## config.mk

```make
export PLATFORM = sky130hd
export DESIGN_NAME = uart_tx_fifo
export DESIGN_NICKNAME = d
export VERILOG_FILES = /design/src/rtl/uart_tx_fifo.sv
export SDC_FILE = /design/constraint.sdc
export NUM_CORES = 1
export LEC_CHECK = 0
export CORE_MARGIN = 2
export CORE_UTILIZATION = 40
export DETAILED_ROUTE_END_ITERATION = 16
export GPL_ROUTABILITY_DRIVEN = 0
export SYNTH_ARGS = -nofsm -noshare
export SYNTH_HDL_FRONTEND = slang
export SYNTH_SLANG_ARGS = --single-unit
```

## constraint.sdc

```tcl
create_clock -name clk_uart -period 3.9 [get_ports clk_uart]
set_input_delay 1.17 -clock clk_uart [delete_from_list [all_inputs] [get_ports clk_uart]]
set_output_delay 1.17 -clock clk_uart [all_outputs]
set_load 0.005 [all_outputs]
```

## src/rtl/uart_tx_fifo.sv

```systemverilog
// uart_tx_fifo: UART transmitter with an integrated TX FIFO and baud divider.
// Runtime data length (5..DATA_W), parity none/even/odd/mark, 1 or 2 stop bits.
// Optional build macro UART_TX_CTS_EN adds a cts_n flow-control input.
// dbg_state exposes the FSM state for checkers.
module uart_tx_fifo #(
  parameter int DATA_W     = 8,
  parameter int FIFO_DEPTH = 8,
  parameter int DIV_W      = 16,
  parameter int LVL_W      = $clog2(FIFO_DEPTH + 1)
) (
  input  logic              clk_uart,
  input  logic              rst,
`ifdef UART_TX_CTS_EN
  input  logic              cts_n,
`endif
  input  logic              wr_en,
  input  logic [DATA_W-1:0] wr_data,
  input  logic [3:0]        data_len,
  input  logic [1:0]        parity_mode,
  input  logic              stop_bit,
  input  logic [DIV_W-1:0]  baud_div,
  output logic              tx_out,
  output logic              tx_busy,
  output logic              tx_done,
  output logic              fifo_full,
  output logic              fifo_empty,
  output logic [LVL_W-1:0]  fifo_level,
  output logic              wr_ovf,
  output logic [2:0]        dbg_state
);

  localparam int AW = (FIFO_DEPTH > 1) ? $clog2(FIFO_DEPTH) : 1;

  typedef enum logic [2:0] {
    S_IDLE   = 3'd0,
    S_START  = 3'd1,
    S_DATA   = 3'd2,
    S_PARITY = 3'd3,
    S_STOP   = 3'd4
  } state_t;

  state_t              state;
  logic [DATA_W-1:0]   mem [FIFO_DEPTH];
  logic [AW-1:0]       wr_ptr, rd_ptr;
  logic [LVL_W-1:0]    level;
  logic                push, pop, cts_ok, last_cycle, tx_q;
  logic [3:0]          eff_len, len_q, bit_cnt;
  logic [DATA_W-1:0]   shreg;
  logic [1:0]          par_q;
  logic                stop_q, stop_cnt, par_acc;
  logic [DIV_W-1:0]    div_q, baud_cnt;

  // Push handshake: wr_en acts as valid, (!fifo_full || pop) as ready; there is
  // no backpressure, so a push without ready is dropped and flagged on wr_ovf.
  assign fifo_full  = (level == LVL_W'(FIFO_DEPTH));
  assign fifo_empty = (level == '0);
  assign fifo_level = level;
  assign push       = wr_en && (!fifo_full || pop);

`ifdef UART_TX_CTS_EN
  logic cts_s1, cts_s2;
  // Two-flop synchroniser for the asynchronous clear-to-send input.
  always_ff @(posedge clk_uart or negedge rst) begin
    if (!rst) begin
      cts_s1 <= 1'b1;
      cts_s2 <= 1'b1;
    end else begin
      cts_s1 <= cts_n;
      cts_s2 <= cts_s1;
    end
  end
  assign cts_ok = ~cts_s2;
`else
  assign cts_ok = 1'b1;
`endif

  // Final cycle of the last stop bit: the slot where a back-to-back pop happens.
  assign last_cycle = (state == S_STOP) && (baud_cnt == '0) && (stop_cnt == stop_q);
  assign pop        = !fifo_empty && cts_ok && ((state == S_IDLE) || last_cycle);

  // Clamp the requested data length into 5..DATA_W.
  always_comb begin
    eff_len = data_len;
    if (data_len < 4'd5)               eff_len = 4'd5;
    else if (data_len > 4'(DATA_W))    eff_len = 4'(DATA_W);
  end

  // FIFO storage; written only, never reset.
  always_ff @(posedge clk_uart) begin
    if (push) mem[wr_ptr] <= wr_data;
  end

  // FIFO pointers, occupancy and overflow pulse.
  always_ff @(posedge clk_uart or negedge rst) begin
    if (!rst) begin
      wr_ptr <= '0;
      rd_ptr <= '0;
      level  <= '0;
      wr_ovf <= 1'b0;
    end else begin
      if (push) wr_ptr <= wr_ptr + AW'(1);
      if (pop)  rd_ptr <= rd_ptr + AW'(1);
      if (push && !pop)      level <= level + LVL_W'(1);
      else if (!push && pop) level <= level - LVL_W'(1);
      wr_ovf <= wr_en && fifo_full && !pop;
    end
  end

  // Frame FSM: latches config at pop, shifts bits out, pulses tx_done in the
  // last stop-bit cycle (registered one cycle ahead of that slot).
  always_ff @(posedge clk_uart or negedge rst) begin
    if (!rst) begin
      state    <= S_IDLE;
      tx_q     <= 1'b1;
      tx_busy  <= 1'b0;
      tx_done  <= 1'b0;
      shreg    <= '0;
      len_q    <= 4'd5;
      par_q    <= 2'd0;
      stop_q   <= 1'b0;
      div_q    <= '0;
      baud_cnt <= '0;
      bit_cnt  <= '0;
      par_acc  <= 1'b0;
      stop_cnt <= 1'b0;
    end else begin
      tx_done <= 1'b0;
      if (pop) begin
        state    <= S_START;
        shreg    <= mem[rd_ptr];
        len_q    <= eff_len;
        par_q    <= parity_mode;
        stop_q   <= stop_bit;
        div_q    <= baud_div;
        baud_cnt <= baud_div;
        tx_q     <= 1'b0;
        tx_busy  <= 1'b1;
      end else begin
        case (state)
          S_IDLE: begin
            tx_q    <= 1'b1;
            tx_busy <= 1'b0;
          end
          S_START: begin
            if (baud_cnt == '0) begin
              state    <= S_DATA;
              tx_q     <= shreg[0];
              par_acc  <= shreg[0];
              shreg    <= shreg >> 1;
              bit_cnt  <= 4'd1;
              baud_cnt <= div_q;
            end else begin
              baud_cnt <= baud_cnt - DIV_W'(1);
            end
          end
          S_DATA: begin
            if (baud_cnt != '0) begin
              baud_cnt <= baud_cnt - DIV_W'(1);
            end else if (bit_cnt != len_q) begin
              tx_q     <= shreg[0];
              par_acc  <= par_acc ^ shreg[0];
              shreg    <= shreg >> 1;
              bit_cnt  <= bit_cnt + 4'd1;
              baud_cnt <= div_q;
            end else if (par_q != 2'd0) begin
              state    <= S_PARITY;
              tx_q     <= (par_q == 2'd1) ? par_acc :
                          (par_q == 2'd2) ? ~par_acc : 1'b1;
              baud_cnt <= div_q;
            end else begin
              state    <= S_STOP;
              tx_q     <= 1'b1;
              stop_cnt <= 1'b0;
              baud_cnt <= div_q;
              if (div_q == '0 && !stop_q) tx_done <= 1'b1;
            end
          end
          S_PARITY: begin
            if (baud_cnt != '0) begin
              baud_cnt <= baud_cnt - DIV_W'(1);
            end else begin
              state    <= S_STOP;
              tx_q     <= 1'b1;
              stop_cnt <= 1'b0;
              baud_cnt <= div_q;
              if (div_q == '0 && !stop_q) tx_done <= 1'b1;
            end
          end
          S_STOP: begin
            if (baud_cnt != '0) begin
              baud_cnt <= baud_cnt - DIV_W'(1);
              if (baud_cnt == DIV_W'(1) && stop_cnt == stop_q) tx_done <= 1'b1;
            end else if (stop_cnt != stop_q) begin
              stop_cnt <= 1'b1;
              baud_cnt <= div_q;
              if (div_q == '0) tx_done <= 1'b1;
            end else begin
              state   <= S_IDLE;
              tx_q    <= 1'b1;
              tx_busy <= 1'b0;
            end
          end
          default: begin
            state   <= S_IDLE;
            tx_q    <= 1'b1;
            tx_busy <= 1'b0;
          end
        endcase
      end
    end
  end

  assign tx_out    = tx_q | ~rst;
  assign dbg_state = state;

endmodule

```

Word level (Yosys, flattened, before mapping)
Memories as Yosys holds them, arrays and structs flattened. Cells that the tools add are included.

$add $sub $neg: 6. $lt $le $gt $ge: 2. Eq/ne operators: 29. Muxes and demuxes: 66. Bitwise logic cells: 5. Reductions and logical operators: 37.

Operator list (count): 2-to-1 mux 16 bit (5); one-hot mux 16 bit (3 select lines) (1); 2-to-1 mux 1 bit (33); logical NOT 16 bit (2); 2-to-1 mux 8 bit (4); 2-to-1 mux 4 bit (7); 2-to-1 mux 3 bit (8); != test 3 bit (second input constant) (7); == test 16 x 1 -> 1 bit (second input constant) (1); != test 2 bit (second input constant) (8); one-hot mux 8 bit (2 select lines) (1); nonzero test 16 bit (1); subtractor 16 x 1 -> 16 bit (second input constant) (1); one-hot mux 3 bit (5 select lines) (1); logical AND 1 bit (10); AND reduction 5 bit (2); adder 4 x 1 -> 4 bit (second input constant) (2); one-hot mux 4 bit (2 select lines) (1); AND reduction 8 bit (1); AND reduction 7 bit (1); adder 3 x 1 -> 3 bit (second input constant) (2); == test 3 x 2 -> 1 bit (second input constant) (2); one-hot mux 1 bit (3 select lines) (2); nonzero test 2 bit (3); 29 further kinds (39).

Bits in registers: 70. Memory bits (writable): 64. Input bits: 34. Output and inout bits: 13. Word-level logic and storage cells: 163. Memories: 1.

Memory list: mem (depth 8, bits a word 8, rd ports 1, clocked after memory_dff 0, wr ports 1, RTL line 43) `logic [DATA_W-1:0] mem [FIFO_DEPTH];`.

Depth between registers and ports, before layout
Gate-level depths: netlist (run 1).

Word-level depth: 11. Depth in mapped cells: 15. Depth with buffers taken out: 14.

Worst setup path before layout (run 1)
OpenSTA, ideal clock, no wires.

Kind: register to register. Start point: register baud_cnt[0]. End point: register level[3], in the netlist fifo_level[3]. Data arrival time: 2.912 ns. Data required time: 3.775 ns. Path slack: 0.863 ns. Cell stages (with the launch flop): 16. Path buffers: 1. Cell sequence: dfrtp_1 inv_1 ha_1 nor4b_2 and4_1 a21o_1 inv_4 buf_2 ha_1 inv_1 ha_1 a21o_1 a21oi_1 xnor2_1 nor2_1 xor2_1.

Cells in the longest elaborated chain, start to end: 10. Elaborated cells on any way between the ends: 13.

RTL lines: from (decl) (RTL line 51) `logic [DIV_W-1:0] div_q, baud_cnt;`; from (signal assigned) (RTL line 135) `baud_cnt <= baud_div;`; from (signal assigned) (RTL line 151) `baud_cnt <= div_q;`; from (signal assigned) (RTL line 153) `baud_cnt <= baud_cnt - DIV_W'(1);`; logical NOT 16 bit (*) (RTL line 78) `assign last_cycle = (state == S_STOP) && (baud_cnt == '0) && (stop_cnt == stop_q);`; logical AND 1 bit (*) (2 in series) (RTL line 78); logical OR 1 bit (*) (RTL line 79) `assign pop = !fifo_empty && cts_ok && ((state == S_IDLE) || last_cycle);`; logical AND 1 bit (*) (RTL line 79); logical OR 1 bit (RTL line 58) `assign push = wr_en && (!fifo_full || pop);`; logical AND 1 bit (RTL line 58); logical NOT 1 bit (RTL line 104) `else if (!push && pop) level <= level - LVL_W'(1);`; logical AND 1 bit (RTL line 104); nonzero test 2 bit (no line); to (signal assigned) (RTL line 103) `if (push && !pop) level <= level + LVL_W'(1);`; to (signal assigned) (RTL line 104); to (decl) (RTL line 45) `logic [LVL_W-1:0] level;`.

Mark *: on every way between the ends. The rest lies on a longest branch, timed or not. A chain may end at the register's enable or synchronous reset.

Final worst setup path (run 1)
Start point: register baud_cnt[0]. End point: register level[3], in the netlist fifo_level[3].

Cells in the longest elaborated chain, start to end: 10. Elaborated cells on any way between the ends: 13.

RTL lines: logical NOT 16 bit (*) (RTL line 78); logical AND 1 bit (*) (2 in series) (RTL line 78); logical OR 1 bit (*) (RTL line 79); logical AND 1 bit (*) (RTL line 79); logical OR 1 bit (*) (RTL line 58); logical AND 1 bit (*) (RTL line 58); named net push (RTL line 46) `logic push, pop, cts_ok, last_cycle, tx_q;`; logical NOT 1 bit (RTL line 104); logical AND 1 bit (RTL line 104); nonzero test 2 bit (no line).

The timed path passes the listed nets; every way through them passes the cells marked *.

==> impl_metrics.toml, run 1 <==
[outcome]
status = "finished, final reports clean"

[power]
combPwrFrac_pct = 17.9
p_switching_w = 0.00134
pwr-share-clk_pct = 37.3
leakage_nw = 3.04
powerDensity_nw_per_um2 = 550
switching_share_pct = 31.1
p_seq_share_pct = 44.8
intPower_w = 0.00297
peakVddDrop_v = 0.000551

[route]
vias = 4616
routedWlPerCell_um = 18.2
drt-pass1-iter-count = 5
drt_wl_total_um = 15100
drc = 0
drt_iter0_drc = 406
ant_nets = 0
vias_per_cell = 5.57

[global_route]
grt_overflow = 0
grtUsageTotal_pct = 18.4
grt_max_degree = 55
grt_pass1_vias = 4701
antenna_found_initial = 0
grt_pass1_wl_um = 25000

[synth]
synth-main-ff-cell = "dfrtp_1"
yosysWarnings = 0
ys_seq_area_share_pct = 56.4
synth_seq_cells = 134
syn_area_per_cell_sq_um = 11.9
synth_edf_count = 64
synthCells = 548
syn_nets = 592
synth_cell_types = 77
async_reset_ff_share_pct = 52.2
synth_area_sq_um = 6520

[timing]
rsz0062_at_grt = "false"
finalCritPeriodShare_pct = 88.8
slew_violations = 0
fin_crit_ns = 3.46
hold_viol = 0
worstMarginPinSlew_ns = 0.820
max-slew-margin-rel_pct = 45.4
setup_tns_ns = 0
max_freq_mhz = 289
setup_ws_ns = 0.437
setup_viol = 0
finClkSkew_ns = 0.0142

[clocking]
cts_tree = "built"
cts_buffer_depth = 2
clock_sinks = 134
postCtsHoldBufs = 0
ctsResizeCount = 0
numCtsBuffers = 17
clock_latency_ns = 0.44
path_clk_slew_ns = 0.07
cts-root-buf = "clkbuf_16"
htreeDepth = 4
post_cts_buffers = 0

[critical_path]
critPathSlowestCell = "dfrtp_1"
cp_cell_sequence = "inv_1 > ha_1 > nor4b_2 > and4_1 > a21oi_1 > nor2_2 > ha_1 > inv_1 > ha_1 > a21o_1 > a21oi_1 > xnor2_1 > nor2_1 > xor2_1"
crit_type = "reg -> reg"
crit_required_ns = 4.22
reg2reg_slack_ns = 0.44
worst-path-buf-inv = 2
cp-end-kind = "flip-flop"
cpMostUsedCell = "ha_1"
critical_path.max_fanout = 8
arrival_ns = 3.78
slowest_delay_ns = 0.42
critical_path.top_delay_family = "simple AND/OR/NAND/NOR gates"
start_kind = "flip-flop"

[placement]
pre_cts_ws_ns = 0.358
port_buffers = 46
dp_hpwl_um = 10100
placed_cells = 797

[cells_and_area]
nets = 644
syn_to_final_growth_pct = 20.0
diodes = 0
final_cells = 829
fillers = 1441
drive_above_1_share_pct = 15.3
multi_input_area_sq_um = 2660
ff_latch_area_sq_um = 3680

[min_path]
hp-class = "reg -> reg"

[floorplanning]
start_util_pct = 41.1
dieArea_sq_um = 17300
rows = 46
die_w_um = 132
die_h_um = 132
io_pins = 47
coreArea_sq_um = 15900

[job]
drv_cap = 0
## flip-flops by register name, summed over array words and instances (netlist names), 2 cells and up
register / flops
len_q: 4
mem: 64
dbg_state: 3
bit_cnt: 4
fifo_level: 4
shreg: 8
baud_cnt: 16
par_q: 2
div_q: 16
rd_ptr: 3
wr_ptr: 3
## cell families (layout without fill, tap and decap cells)
group	after synthesis	in the layout	share of synthesized area (%)
compound gates	123	123	12.8
flops	134	134	56.4
xor+xnor	16	16	2.15
simple gates	194	194	15.8
fa+ha+maj	10	10	2.03
buf+inv	40	105	2.97
mux	31	31	7.89
## Yosys cell counts, drive strengths merged (5+ instances only)
cell type	number	share of area [%]
mux4	16	5.5
clkbuf	10	0.58
a21oi	29	2.2
ha	9	1.7
nand4	6	0.58
nor4	11	1.9
nor2b	9	0.86
nor3	7	0.54
mux2i	12	1.8
nand3	9	0.77
inv	14	0.84
dfrtp	67	26
nor2	20	1.2
o21ai	34	2.6
buf	16	1.6
or2	6	0.58
nand2	98	5.8
xor2	8	1.1
edfxtp	64	29
or4	5	0.58
o211ai	5	0.58
xnor2	8	1.1
a211oi	8	0.92
o221ai	6	1.0
## per-stage QoR
step	area, sq um	hold WS (ns)	total power [W]	util, %
2_1_floorplan	6520	0.457	0.00241	-
3_3_place_gp	7210	0.475	0.00269	45.4
3_5_place_dp	7210	0.485	0.00272	45.4
4_1_cts	7830	0.495	0.00434	49.3
5_1_grt	7830	0.520	0.00451	49.3
6_report	7830	0.492	0.00430	49.3
## area by class of cell
type / count / share of cell area, %
Tap cell: 216 / 3.45
Multi-Input combinational cell: 374 / 33.9
Timing Repair Buffer: 59 / 7.10
Inverter: 14 / 0.703
Clock buffer: 17 / 5.43
Sequential cell: 134 / 47.0
Clock inverter: 15 / 2.40
## placed cells by master (no fill, tap or decap), types with 4 or more instances in the layout
cell	netlist	final
xor2_1	8	8
mux2i_1	12	12
clkbuf_16	0	17
inv_1	12	12
a22oi_1	4	4
a211oi_1	8	8
a21o_1	4	4
o221ai_1	4	4
nor2_1	19	19
nand3_1	8	8
nand4_1	6	6
nand2_1	97	97
a21oi_1	29	29
nor4_1	6	6
nor3_1	7	7
edfxtp_1	64	64
o211ai_1	5	5
buf_4	4	14
xnor2_1	8	8
o21ai_0	33	33
or4_1	5	5
inv_8	0	5
o31ai_1	4	4
nor2b_1	9	9
dfrtp_1	67	67
clkinv_8	0	6
mux4_2	16	16
clkdlybuf4s50_1	0	45
or2_2	5	5
ha_1	9	9
## power groups by stage
| stage | Combinational [W] | Clock, W | Sequential [W] |
|---|---|---|---|
| floorplan | 0.000532 | 0 | 0.00187 |
| global placement | 0.000753 | 0 | 0.00194 |
| detailed placement | 0.000772 | 0 | 0.00195 |
| CTS | 0.000776 | 0.00164 | 0.00193 |
| global route | 0.000855 | 0.00170 | 0.00196 |
| finish | 0.000769 | 0.00161 | 0.00193 |
## routing by layer
layer | up-vias | track usage (%) | part of all wire, % | wire (um)
li1 | 2176 | - | - | -
met1 | 2301 | 23.9 | 45 | 6760
met2 | 120 | 29.0 | 48 | 7230
met3 | 19 | 5.36 | 5.3 | 807
met4 | 0 | 7.37 | 2.1 | 317
met5 | - | 0 | 0 | 0
## path summary, 6_finish.rpt
kind	startpoint	end	depth (start not counted)
max in group asynchronous	rst	len_q[0]$_DFFE_PN1P_	3
setup reg to reg	baud_cnt[0]$_DFFE_PN0P_	fifo_level[3]$_DFFE_PN0P_	14
setup / recovery	baud_cnt[0]$_DFFE_PN0P_	fifo_level[3]$_DFFE_PN0P_	14
min in group asynchronous	rst	div_q[13]$_DFFE_PN0P_	2
hold / removal	len_q[2]$_DFFE_PN1P_	len_q[2]$_DFFE_PN1P_	2
hold reg to reg	len_q[2]$_DFFE_PN1P_	len_q[2]$_DFFE_PN1P_	2
## worst min-delay path, cell delays in order, from the launching register on
cell,delay [ns]
dfstp_2,0.37
nand2_1,0.04
o21ai_0,0.07
(Power assumes the default switching activity.)
==> run 2, diff against run 1 <==
--- a/config.mk
+++ b/config.mk
@@ -5,10 +5,11 @@
 export SDC_FILE = /design/constraint.sdc
 export NUM_CORES = 1
 export LEC_CHECK = 0
-export CORE_MARGIN = 2
+export CORE_MARGIN = 5
 export CORE_UTILIZATION = 40
 export DETAILED_ROUTE_END_ITERATION = 16
 export GPL_ROUTABILITY_DRIVEN = 0
+export PLACE_DENSITY = 0.59
 export SYNTH_ARGS = -nofsm -noshare
 export SYNTH_HDL_FRONTEND = slang
 export SYNTH_SLANG_ARGS = --single-unit
==> run 2 against run 1 <==
Net effect: global-route usage is 0.65 points lower; register-to-register slack better by 0.02 ns; design area is 0.38% lower; critical endpoint unchanged.
==> impl_metrics.toml, run 2 (synthesis results as in run 1) <==
[floorplanning]
coreArea_sq_um = 15900
start_util_pct = 40.9
io_pins = 47
die_w_um = 138
rows = 46
dieArea_sq_um = 19000
die_h_um = 138

[timing]
max-slew-margin-rel_pct = 36.8
setup_viol = 0
rsz0062_at_grt = "false"
finClkSkew_ns = 0.0100
setup_tns_ns = 0
worstMarginPinSlew_ns = 0.949
max_freq_mhz = 291
finalCritPeriodShare_pct = 88.2
hold_slack_ns = 0.489
fin_crit_ns = 3.44
hold_viol = 0
slew_violations = 0

[power]
peakVddDrop_v = 0.000401
leakage_nw = 3.03
powerDensity_nw_per_um2 = 546
power.total_w = 0.00425

[clocking]
htreeDepth = 4
clock_latency_ns = 0.43
path_clk_slew_ns = 0.06
cts_buffer_depth = 2
cts_tree = "built"
cts-root-buf = "clkbuf_16"
clock_sinks = 134
numCtsBuffers = 17
ctsResizeCount = 0
post_cts_buffers = 0
postCtsHoldBufs = 0

[route]
drt_iter0_drc = 326
vias = 4583
routedWlPerCell_um = 18.5
ant_nets = 0
drt_wl_total_um = 15400
vias_per_cell = 5.52
drc = 0
drt-pass1-iter-count = 4

[critical_path]
critPathSlowestCell = "nor4b_2"
rr_startpoint = "baud_cnt[1]$_DFFE_PN0P_"
cp-end-kind = "flip-flop"
startpoint = "baud_cnt[1]$_DFFE_PN0P_"
cpMostUsedCell = "ha_1"
cp_cell_sequence = "inv_1 > ha_1 > nor4b_2 > and4_1 > a21oi_1 > nor2_2 > ha_1 > inv_1 > ha_1 > a21o_1 > a21oi_1 > xnor2_1 > nor2_1 > xor2_1"
critical_path.top_delay_family = "simple AND/OR/NAND/NOR gates"
worstReg2RegEnd = "fifo_level[3]$_DFFE_PN0P_"
critical_path.max_fanout = 8
worst-r2r-cell-count = 14
reg2reg_slack_ns = 0.46
crit_type = "reg -> reg"
start_kind = "flip-flop"
cp-endpoint = "fifo_level[3]$_DFFE_PN0P_"
slowest_delay_ns = 0.43
worst-path-buf-inv = 2
crit_required_ns = 4.21
arrival_ns = 3.75
cp_num_cells = 14

[placement]
dp_hpwl_um = 10500
dpl_cell_area_sq_um = 7220
port_buffers = 46

[global_route]
grt_use_met1_pct = 22.6
grt_util_met3_pct = 4.27
grt_pass1_wl_um = 25700
grt_overflow = 0
grt_pass1_vias = 4778
grtUsageTotal_pct = 17.7
grt.met2_usage_pct = 30.0
antenna_found_initial = 0
grt_max_degree = 55
grt-busiest-layer = "met2"

[cells_and_area]
final_area_sq_um = 7800
syn_to_final_growth_pct = 19.6
diodes = 0
drive_above_1_share_pct = 15.5
largest_reg_flops = 64
layout_common_cells = "nand2_1 (97), dfrtp_1 (67), edfxtp_1 (64), clkdlybuf4s50_1 (45), o21ai_0 (33)"
regMostFlops = "mem"
nets = 645
final_common_cell = "nand2_1"
reg_top3 = "mem: 64 flops, baud_cnt: 16 flops, div_q: 16 flops"

[job]
drv_cap = 0

[min_path]
hp-class = "reg -> reg"

[outcome]
status = "finished, final reports clean"
run 2: changes by cell type in the layout (fill, tap and decap cells not counted), sizes merged:
| cell | previous run | this run |
|---|---|---|
| buf | 14 | 15 |
| clkinv | 7 | 4 |
| inv | 21 | 24 |
run 2: layout make-up:
type | count | area (sq um)
Tap cell | 216 | 270
Fill cell | 1433 | 8150
Clock inverter | 15 | 150
Timing Repair Buffer | 60 | 563
Sequential cell | 134 | 3680
Multi-Input combinational cell | 374 | 2660
Inverter | 14 | 55.1
Clock buffer | 17 | 425
run 2: worst min-delay path by stage:
stage / startpoint / endpoint / slack (ns) / cells past startpoint
finish: len_q[0]$_DFFE_PN1P_ / len_q[0]$_DFFE_PN1P_ / 0.49 / 2
floorplan: len_q[0]$_DFFE_PN1P_ / len_q[0]$_DFFE_PN1P_ / 0.46 / 2
global placement: len_q[0]$_DFFE_PN1P_ / len_q[0]$_DFFE_PN1P_ / 0.47 / 2
detailed placement: len_q[0]$_DFFE_PN1P_ / len_q[0]$_DFFE_PN1P_ / 0.48 / 2
CTS: len_q[0]$_DFFE_PN1P_ / len_q[0]$_DFFE_PN1P_ / 0.49 / 2
global route: len_q[0]$_DFFE_PN1P_ / len_q[0]$_DFFE_PN1P_ / 0.50 / 2
run 2: worst min-delay path, cell delays in order (launching register included):
cell	delay [ns]
dfstp_2	0.38
nand2_1	0.05
o31ai_1	0.06
run 2: per-stage QoR:
step / setup slack [ns] / cells / util, %
2_1_floorplan: 0.863 / 548 / -
3_3_place_gp: 0.430 / 798 / 45.3
4_1_cts: 0.446 / 830 / 48.9
6_report: 0.459 / 830 / 48.9
5_1_grt: 0.211 / 830 / 48.9
3_5_place_dp: 0.392 / 798 / 45.3
run 2: per-layer routing:
| layer | routed length, um | vias to the layer above |
|---|---|---|
| li1 | - | 2170 |
| met2 | 7690 | 101 |
| met3 | 745 | 18 |
| met5 | 0 | - |
| met1 | 6740 | 2294 |
| met4 | 213 | 0 |
run 2: power by group:
part	switching, W	internal, W
Sequential	0.000226	0.00171
Combinational	0.000379	0.000387
Clock	0.000700	0.000851
Total	0.00131	0.00295
